File: config.mk
export PLATFORM = sky130hd
export DESIGN_NAME = pattern_generator
export DESIGN_NICKNAME = d
export VERILOG_FILES = /design/src/rtl/pattern_gen_pkg.sv /design/src/rtl/prbs7_byte_gen.sv /design/src/rtl/pattern_generator.sv
export SDC_FILE = /design/constraint.sdc
export NUM_CORES = 1
export LEC_CHECK = 0
export ABC_AREA = 0
export CORE_MARGIN = 1.5
export CORE_UTILIZATION = 35
export CTS_CLUSTER_SIZE = 10
export DETAILED_ROUTE_END_ITERATION = 16
export PLACE_DENSITY_LB_ADDON = 0.15
export SYNTH_ARGS = -nofsm -noshare
export SYNTH_HDL_FRONTEND = slang
export SYNTH_SLANG_ARGS = --single-unit
File: constraint.sdc
create_clock -name clk -period 6.3 [get_ports clk]
set_input_delay 1.26 -clock clk [delete_from_list [all_inputs] [get_ports clk]]
set_output_delay 1.26 -clock clk [all_outputs]
set_load 0.05 [all_outputs]
File: src/rtl/pattern_gen_pkg.sv
// Shared types and helpers for the pattern generator: FSM states, PRBS7 taps,
// pattern byte selection and an 8-step PRBS7 advance.
package pattern_gen_pkg;

  typedef enum logic [1:0] {
    ST_IDLE    = 2'd0,
    ST_PATTERN = 2'd1,
    ST_TAIL    = 2'd2,
    ST_DONE    = 2'd3
  } state_e;

  localparam logic [2:0] PRBS_TAP_A        = 3'd6;
  localparam logic [2:0] PRBS_TAP_B        = 3'd5;
  localparam logic [6:0] PRBS_DEFAULT_SEED = 7'h7F;

  typedef struct packed {
    logic [6:0] lfsr;
    logic [7:0] bits;
  } prbs_step_t;

  function automatic logic [7:0] pattern_byte(input logic [31:0] word, input logic [1:0] idx);
    logic [7:0] b;
    case (idx)
      2'd0:    b = word[31:24];
      2'd1:    b = word[23:16];
      2'd2:    b = word[15:8];
      2'd3:    b = word[7:0];
      default: b = 8'h00;
    endcase
    return b;
  endfunction

  // Eight LFSR steps; the first generated bit ends up in bit 7 of the byte.
  function automatic prbs_step_t prbs7_advance8(input logic [6:0] state);
    prbs_step_t r;
    logic       fb;
    r.lfsr = state;
    r.bits = 8'h00;
    for (int i = 0; i < 8; i++) begin
      fb     = r.lfsr[PRBS_TAP_A] ^ r.lfsr[PRBS_TAP_B];
      r.lfsr = {r.lfsr[5:0], fb};
      r.bits = {r.bits[6:0], fb};
    end
    return r;
  endfunction

endpackage

File: src/rtl/prbs7_byte_gen.sv
// PRBS7 byte source: byte_o always holds the next tail byte, so the consumer
// can take it and request the following one in the same cycle.
module prbs7_byte_gen
  import pattern_gen_pkg::*;
#(
  parameter logic [6:0] SEED = PRBS_DEFAULT_SEED
) (
  input  logic       clk,
  input  logic       rst,
  input  logic       load_i,
  input  logic       advance_i,
  output logic [7:0] byte_o
);

  logic [6:0] lfsr_q;
  logic [7:0] byte_q;
  prbs_step_t step_d;

  always_comb begin
    if (load_i) begin
      step_d = prbs7_advance8(SEED);
    end else begin
      step_d = prbs7_advance8(lfsr_q);
    end
  end

  always_ff @(posedge clk or posedge rst) begin
    if (rst) begin
      lfsr_q <= SEED;
      byte_q <= 8'h00;
    end else if (load_i || advance_i) begin
      lfsr_q <= step_d.lfsr;
      byte_q <= step_d.bits;
    end
  end

  assign byte_o = byte_q;

endmodule

File: src/rtl/pattern_generator.sv
// Test-traffic transmitter: (n_repeats+1) copies of a 32-bit pattern, MSB byte
// first, followed by a PRBS7 tail, over a valid/ready byte stream.
module pattern_generator
  import pattern_gen_pkg::*;
#(
  parameter int unsigned TAIL_BYTES = 16,
  parameter logic [6:0]  PRBS_SEED  = PRBS_DEFAULT_SEED
) (
  input  logic        clk,
  input  logic        rst,
  input  logic        start_i,
  input  logic        abort_i,
  input  logic [31:0] pattern_i,
  input  logic [7:0]  n_repeats_i,
  input  logic        data_ready_i,
  output logic [7:0]  data_out_o,
  output logic        data_valid_o,
  output logic        busy_o,
  output logic        done_o
);

  localparam logic [15:0] TAIL_LAST = 16'(TAIL_BYTES - 32'd1);

  state_e      state_q;
  logic [31:0] pattern_q;
  logic [7:0]  n_rep_q;
  logic [1:0]  idx_q;
  logic [8:0]  copy_q;
  logic [15:0] tail_cnt_q;
  logic [7:0]  data_out_q;
  logic        data_valid_q;
  logic        busy_q;
  logic        done_q;

  logic        accept_s;
  logic        start_ok_s;
  logic        last_pat_s;
  logic        last_tail_s;
  logic        prbs_adv_s;
  logic [7:0]  prbs_byte_s;

  assign accept_s    = data_valid_q && data_ready_i;
  assign start_ok_s  = start_i && !abort_i && ((state_q == ST_IDLE) || (state_q == ST_DONE));
  assign last_pat_s  = (idx_q == 2'd3) && (copy_q == {1'b0, n_rep_q});
  assign last_tail_s = (tail_cnt_q == TAIL_LAST);
  // The PRBS source steps whenever its current byte moves into data_out.
  assign prbs_adv_s  = accept_s && !abort_i &&
                       (((state_q == ST_PATTERN) && last_pat_s) ||
                        ((state_q == ST_TAIL) && !last_tail_s));

  prbs7_byte_gen #(
    .SEED (PRBS_SEED)
  ) u_prbs (
    .clk       (clk),
    .rst       (rst),
    .load_i    (start_ok_s),
    .advance_i (prbs_adv_s),
    .byte_o    (prbs_byte_s)
  );

  always_ff @(posedge clk or posedge rst) begin
    if (rst) begin
      state_q      <= ST_IDLE;
      pattern_q    <= 32'h0000_0000;
      n_rep_q      <= 8'h00;
      idx_q        <= 2'd0;
      copy_q       <= 9'd0;
      tail_cnt_q   <= 16'd0;
      data_out_q   <= 8'h00;
      data_valid_q <= 1'b0;
      busy_q       <= 1'b0;
      done_q       <= 1'b0;
    end else if (abort_i) begin
      state_q      <= ST_IDLE;
      data_out_q   <= 8'h00;
      data_valid_q <= 1'b0;
      busy_q       <= 1'b0;
      done_q       <= 1'b0;
    end else begin
      done_q <= 1'b0;
      case (state_q)
        ST_IDLE, ST_DONE: begin
          if (start_i) begin
            state_q      <= ST_PATTERN;
            pattern_q    <= pattern_i;
            n_rep_q      <= n_repeats_i;
            idx_q        <= 2'd0;
            copy_q       <= 9'd0;
            tail_cnt_q   <= 16'd0;
            data_out_q   <= pattern_byte(pattern_i, 2'd0);
            data_valid_q <= 1'b1;
            busy_q       <= 1'b1;
          end
        end
        ST_PATTERN: begin
          if (accept_s) begin
            idx_q <= idx_q + 2'd1;
            if (idx_q == 2'd3) begin
              copy_q <= copy_q + 9'd1;
            end
            if (!last_pat_s) begin
              data_out_q <= pattern_byte(pattern_q, idx_q + 2'd1);
            end else if (TAIL_BYTES == 32'd0) begin
              state_q      <= ST_DONE;
              data_out_q   <= 8'h00;
              data_valid_q <= 1'b0;
              busy_q       <= 1'b0;
              done_q       <= 1'b1;
            end else begin
              state_q    <= ST_TAIL;
              data_out_q <= prbs_byte_s;
            end
          end
        end
        ST_TAIL: begin
          if (accept_s) begin
            if (last_tail_s) begin
              state_q      <= ST_DONE;
              data_out_q   <= 8'h00;
              data_valid_q <= 1'b0;
              busy_q       <= 1'b0;
              done_q       <= 1'b1;
            end else begin
              tail_cnt_q <= tail_cnt_q + 16'd1;
              data_out_q <= prbs_byte_s;
            end
          end
        end
        default: begin
          state_q      <= ST_IDLE;
          data_valid_q <= 1'b0;
          busy_q       <= 1'b0;
        end
      endcase
    end
  end

  assign data_out_o   = data_out_q;
  assign data_valid_o = data_valid_q;
  assign busy_o       = busy_q;
  assign done_o       = done_q;

endmodule
==> impl_summary.log <==
[metrics] combinational family with the most area after synthesis: simple AND/OR/NAND/NOR gates
[metrics] Post-Synth Adder-Cell Area: 0.0235
[metrics] PnR worst setup slack: around 2.8 ns
[metrics] Pre-antenna DRT Iters: 5
[metrics] Worst VDD drop: 171 uV
[metrics] Finished Cell Area: 5780 um2
[metrics] height of the die: around 120 um
[metrics] Critical Path Fanout Max: 54
[metrics] share of synthesized flip-flops with an asynchronous set or reset: 1.00
[metrics] DRC violation total after the first TritonRoute iteration: approximately 270
[metrics] Clock power frac: 0.249
[metrics] xor-xnor portion of the synthesized cell area: 0.0621
[metrics] list of cells traversed by the critical path: clkdlybuf4s50_1 -> nand3b_1 -> buf_4 -> nor2_1 -> o21ai_0 -> xor2_1 -> nor2_1
[metrics] CP top delay family: buffers and inverters
[metrics] Max Clock Skew: 0.00919 ns
[metrics] wire length of the first global-routing pass: 18.9 mm
[metrics] Setup TNS Final: 0 ns
[metrics] Storage cell area: 2360 um2
[metrics] Distinct cells, synth: 46
[metrics] count of synthesis-stage warnings from yosys: 0
[metrics] Placement Setup Slack: between 2 and 2.5 ns
[metrics] total buffers and inverters traversed by the critical path: 2
[metrics] CP max stage cell: clkdlybuf4s50_1
[metrics] number of top-level pins: 56
[metrics] clock tree from TritonCTS: yes
[metrics] internal power summed over all cells: between 1 and 1.5 mW
[metrics] count of maximum capacitance violations: 0
[metrics] total global routing overflow: 0
[metrics] RSZ-0062 raised after global routing: no
[metrics] clock insertion delay at the later pin of the skew report: between 0.3 and 0.4 ns
[metrics] floorplan core area: around 13000 um2
[metrics] Die Area: around 14000 um2
[metrics] die width: roughly 120 um
[metrics] cell type contributing the most total cell area after synthesis: dfrtp_1
[metrics] Rows: 42
[metrics] Worst-path clk slew: 0.07 ns
[metrics] final net count: a little over 600
[metrics] remaining routing DRC violations: 0
[metrics] worst max-slew margin expressed relative to the limit: 0.221
[metrics] worst hold path type: register to register
[metrics] final setup violation count: 0
[metrics] filler instances: 1329
[metrics] post-CTS resize count: 0
[metrics] max-slew violation total from the final report: 0
[metrics] minimum clock period after layout: ~3.5 ns
[metrics] Worst path most repeated cell: nor2_1
[metrics] area taken by multi-input logic gates: approximately 2200 um2
[metrics] mux cell area share after synthesis: 0.0504
[metrics] part of the total power dissipated in combinational logic: 0.377
[metrics] FMAX: 283 MHz
[metrics] count of endpoints failing hold in the final timing report: 0
[metrics] number of sinks handled by clock tree synthesis: 94
[metrics] biggest area contributors in the synthesized netlist: dfrtp_1 45%, nand2_1 11%, mux2i_1 4.8%, xor2_1 4.7%, dfstp_2 3.8%
[metrics] cell at the root of the clock tree: clkbuf_16
[metrics] Detailed Place HPWL: between 7 and 8 mm
[metrics] H-tree Lvls: 3
[metrics] number of flip-flops and latches in the synthesized netlist: 94
[metrics] Setup Fix Bufs, Post-CTS: 0
[metrics] endpoint arrival time on the critical path: 3.74 ns
[metrics] kind of start point of the critical path: input port
[metrics] number of enable flip-flop cells after synthesis: 0
[metrics] simple-gate area share of the yosys netlist: 0.230
[metrics] hold path start: pattern_q[14]
[metrics] total chip power: approximately 2.3 mW
[metrics] result of the run: finished, final reports clean
[metrics] share of the synthesized area in the top cell type: 0.454
[metrics] Post-Synthesis Cell Area: 4800 um2
[metrics] number of antenna violations at the first check in global routing: 0
[metrics] Worst setup startpoint: abort_i
[metrics] fraction of final layout cells with drive strength greater than 1: 0.0669
[metrics] startpoint-to-endpoint class of the critical path: input port to register
[metrics] final antenna diode count: 0
[metrics] sequential power share: 0.375
[metrics] endpoint class of the critical path: register
[metrics] number of nets with antenna violations after routing: 0
[metrics] average via count per standard cell: ~5
[metrics] sequential share of the synthesized area: 0.492
[metrics] Total GRT Usage: 0.167
[metrics] Post-Synthesis Net Count: 575
[metrics] Layout Area Growth over Synthesis: 20.6%
[metrics] detailed-route via count: around 3700
[metrics] actual transition at the worst max-transition pin: ~1.2 ns
[metrics] cts hold-fix bufs: 0
[metrics] starting utilization of the core area: 0.361
[metrics] syn_area_per_cell: 9.21 um2
[metrics] P_sw: a little over 0.9 mW
[metrics] port buffer count: 55
[metrics] final cycle utilization of the critical path: 0.560
[metrics] final weighted congestion of routability-driven global placement: between 0.7 and 0.8
[metrics] pin count of the biggest net entering global routing: 58
[metrics] area fraction in compound gates after synthesis: 0.0950
[metrics] routed length per placed instance: between 10 and 15 um
[metrics] number of buffers created by CTS: 9
[metrics] switching portion of total power: 0.398
[metrics] leak pwr: about 2.7 nW
[metrics] Worst path max stage delay: 0.78 ns
[metrics] via count of the first global-routing pass: about 3700
[metrics] area of placed instances: 5470 um2
[metrics] required arrival time at the worst endpoint: ~6.5 ns
[metrics] instance count of the mapped netlist: between 500 and 600
[metrics] most used flip-flop cell after synthesis: dfrtp_1
[metrics] origin of the critical flop-to-flop path: state_q[0]
[metrics] Max Buffers Root-to-Sink: 2
[metrics] P per Cell Area: around 400 nW/um2
[metrics] aggregate routed wire length: 11.1 mm
[cell type report]
cell class                 count  area share
sequential                    94       0.408
multi-input combinational    373       0.383
timing repair buffer          58      0.0991
clock buffer                   9      0.0389
tap                          176      0.0381
inverter                      27      0.0177
clock inverter                 7      0.0149
[tightest hold or removal path, cell delays in order, from the launching register on]
cell and delay, ns:
dfrtp_1 0.35, nand2_1 0.05, nand2_1 0.05
[path summary, 6_finish.rpt]
path	end	slack, ns	depth (start not counted)
setup / recovery	copy_q[3]	2.77	7
hold / removal	pattern_q[14]	0.48	2
setup reg to reg	data_out_o[4]	3.38	7
hold reg to reg	pattern_q[14]	0.48	2
max in group asynchronous	u_prbs.byte_o[3]	3.81	3
min in group asynchronous	copy_q[1]	1.30	2
[power by group through the flow]
stage | clock network, mW | registers [mW] | logic, mW
global route | 0.611 | 0.889 | 0.985
global placement | 0 | 0.875 | 0.868
finish | 0.576 | 0.867 | 0.872
CTS | 0.592 | 0.868 | 0.883
detailed placement | 0 | 0.879 | 0.880
floorplan | 0 | 0.916 | 0.574
[cell families after synthesis]
logic type                 count (synthesis)
buffers and inverters                     54
muxes                                     24
and+or+nand+nor                          243
adders and majority gates                  9
xor gates and xnor gates                  34
DFF                                       94
AOI/OAI and AO/OA                         63
[cells in the final DEF, fill, tap and decap left out, drive strengths merged, types with 7 or more instances in the layout]
cell,instances
a222oi,8
a21oi,12
dfstp,7
o21ai,24
dfrtp,87
xor2,26
clkbuf,9
clkdlybuf4s50,55
inv,30
mux2i,23
nand3,12
xnor2,8
nand4,16
a221o,8
nor3,12
nor2,38
ha,9
nand2,139
[metal layers]
metal,up-vias,part of all wire,global-route usage
met4,0,0.011,0.0424
met2,64,0.45,0.258
met5,-,0,0
met1,1776,0.50,0.232
li1,1855,-,-
met3,9,0.043,0.0456
[sequential cells by signal, indices dropped and copies added, names as in the netlist]
signal,flops
u_prbs.byte_o,8
copy_q,9
data_out_o,8
state_q,2
tail_cnt_q,16
done_o,1
busy_o,1
n_rep_q,8
u_prbs.lfsr_q,7
idx_q,2
pattern_q,32
[synth_stat cells (9+ instances only)]
| library cell | n |
|---|---|
| ha_1 | 9 |
| clkbuf_1 | 20 |
| a21oi_1 | 12 |
| nand4_1 | 15 |
| nand3_1 | 12 |
| xor2_1 | 26 |
| nor3_1 | 11 |
| dfrtp_1 | 87 |
| nor2_1 | 38 |
| inv_1 | 27 |
| o21ai_0 | 23 |
| nand2_1 | 139 |
| mux2i_1 | 23 |
[metrics by stage]
stage	hold slack (ns)	instances	utilization
after floorplan	0.445	521	-
after global placement	0.460	728	0.412
after detailed placement	0.462	728	0.412
after CTS	0.486	744	0.435
after global routing	0.501	744	0.435
final	0.482	744	0.435
Note: power is estimated with default switching activity, not from simulation.
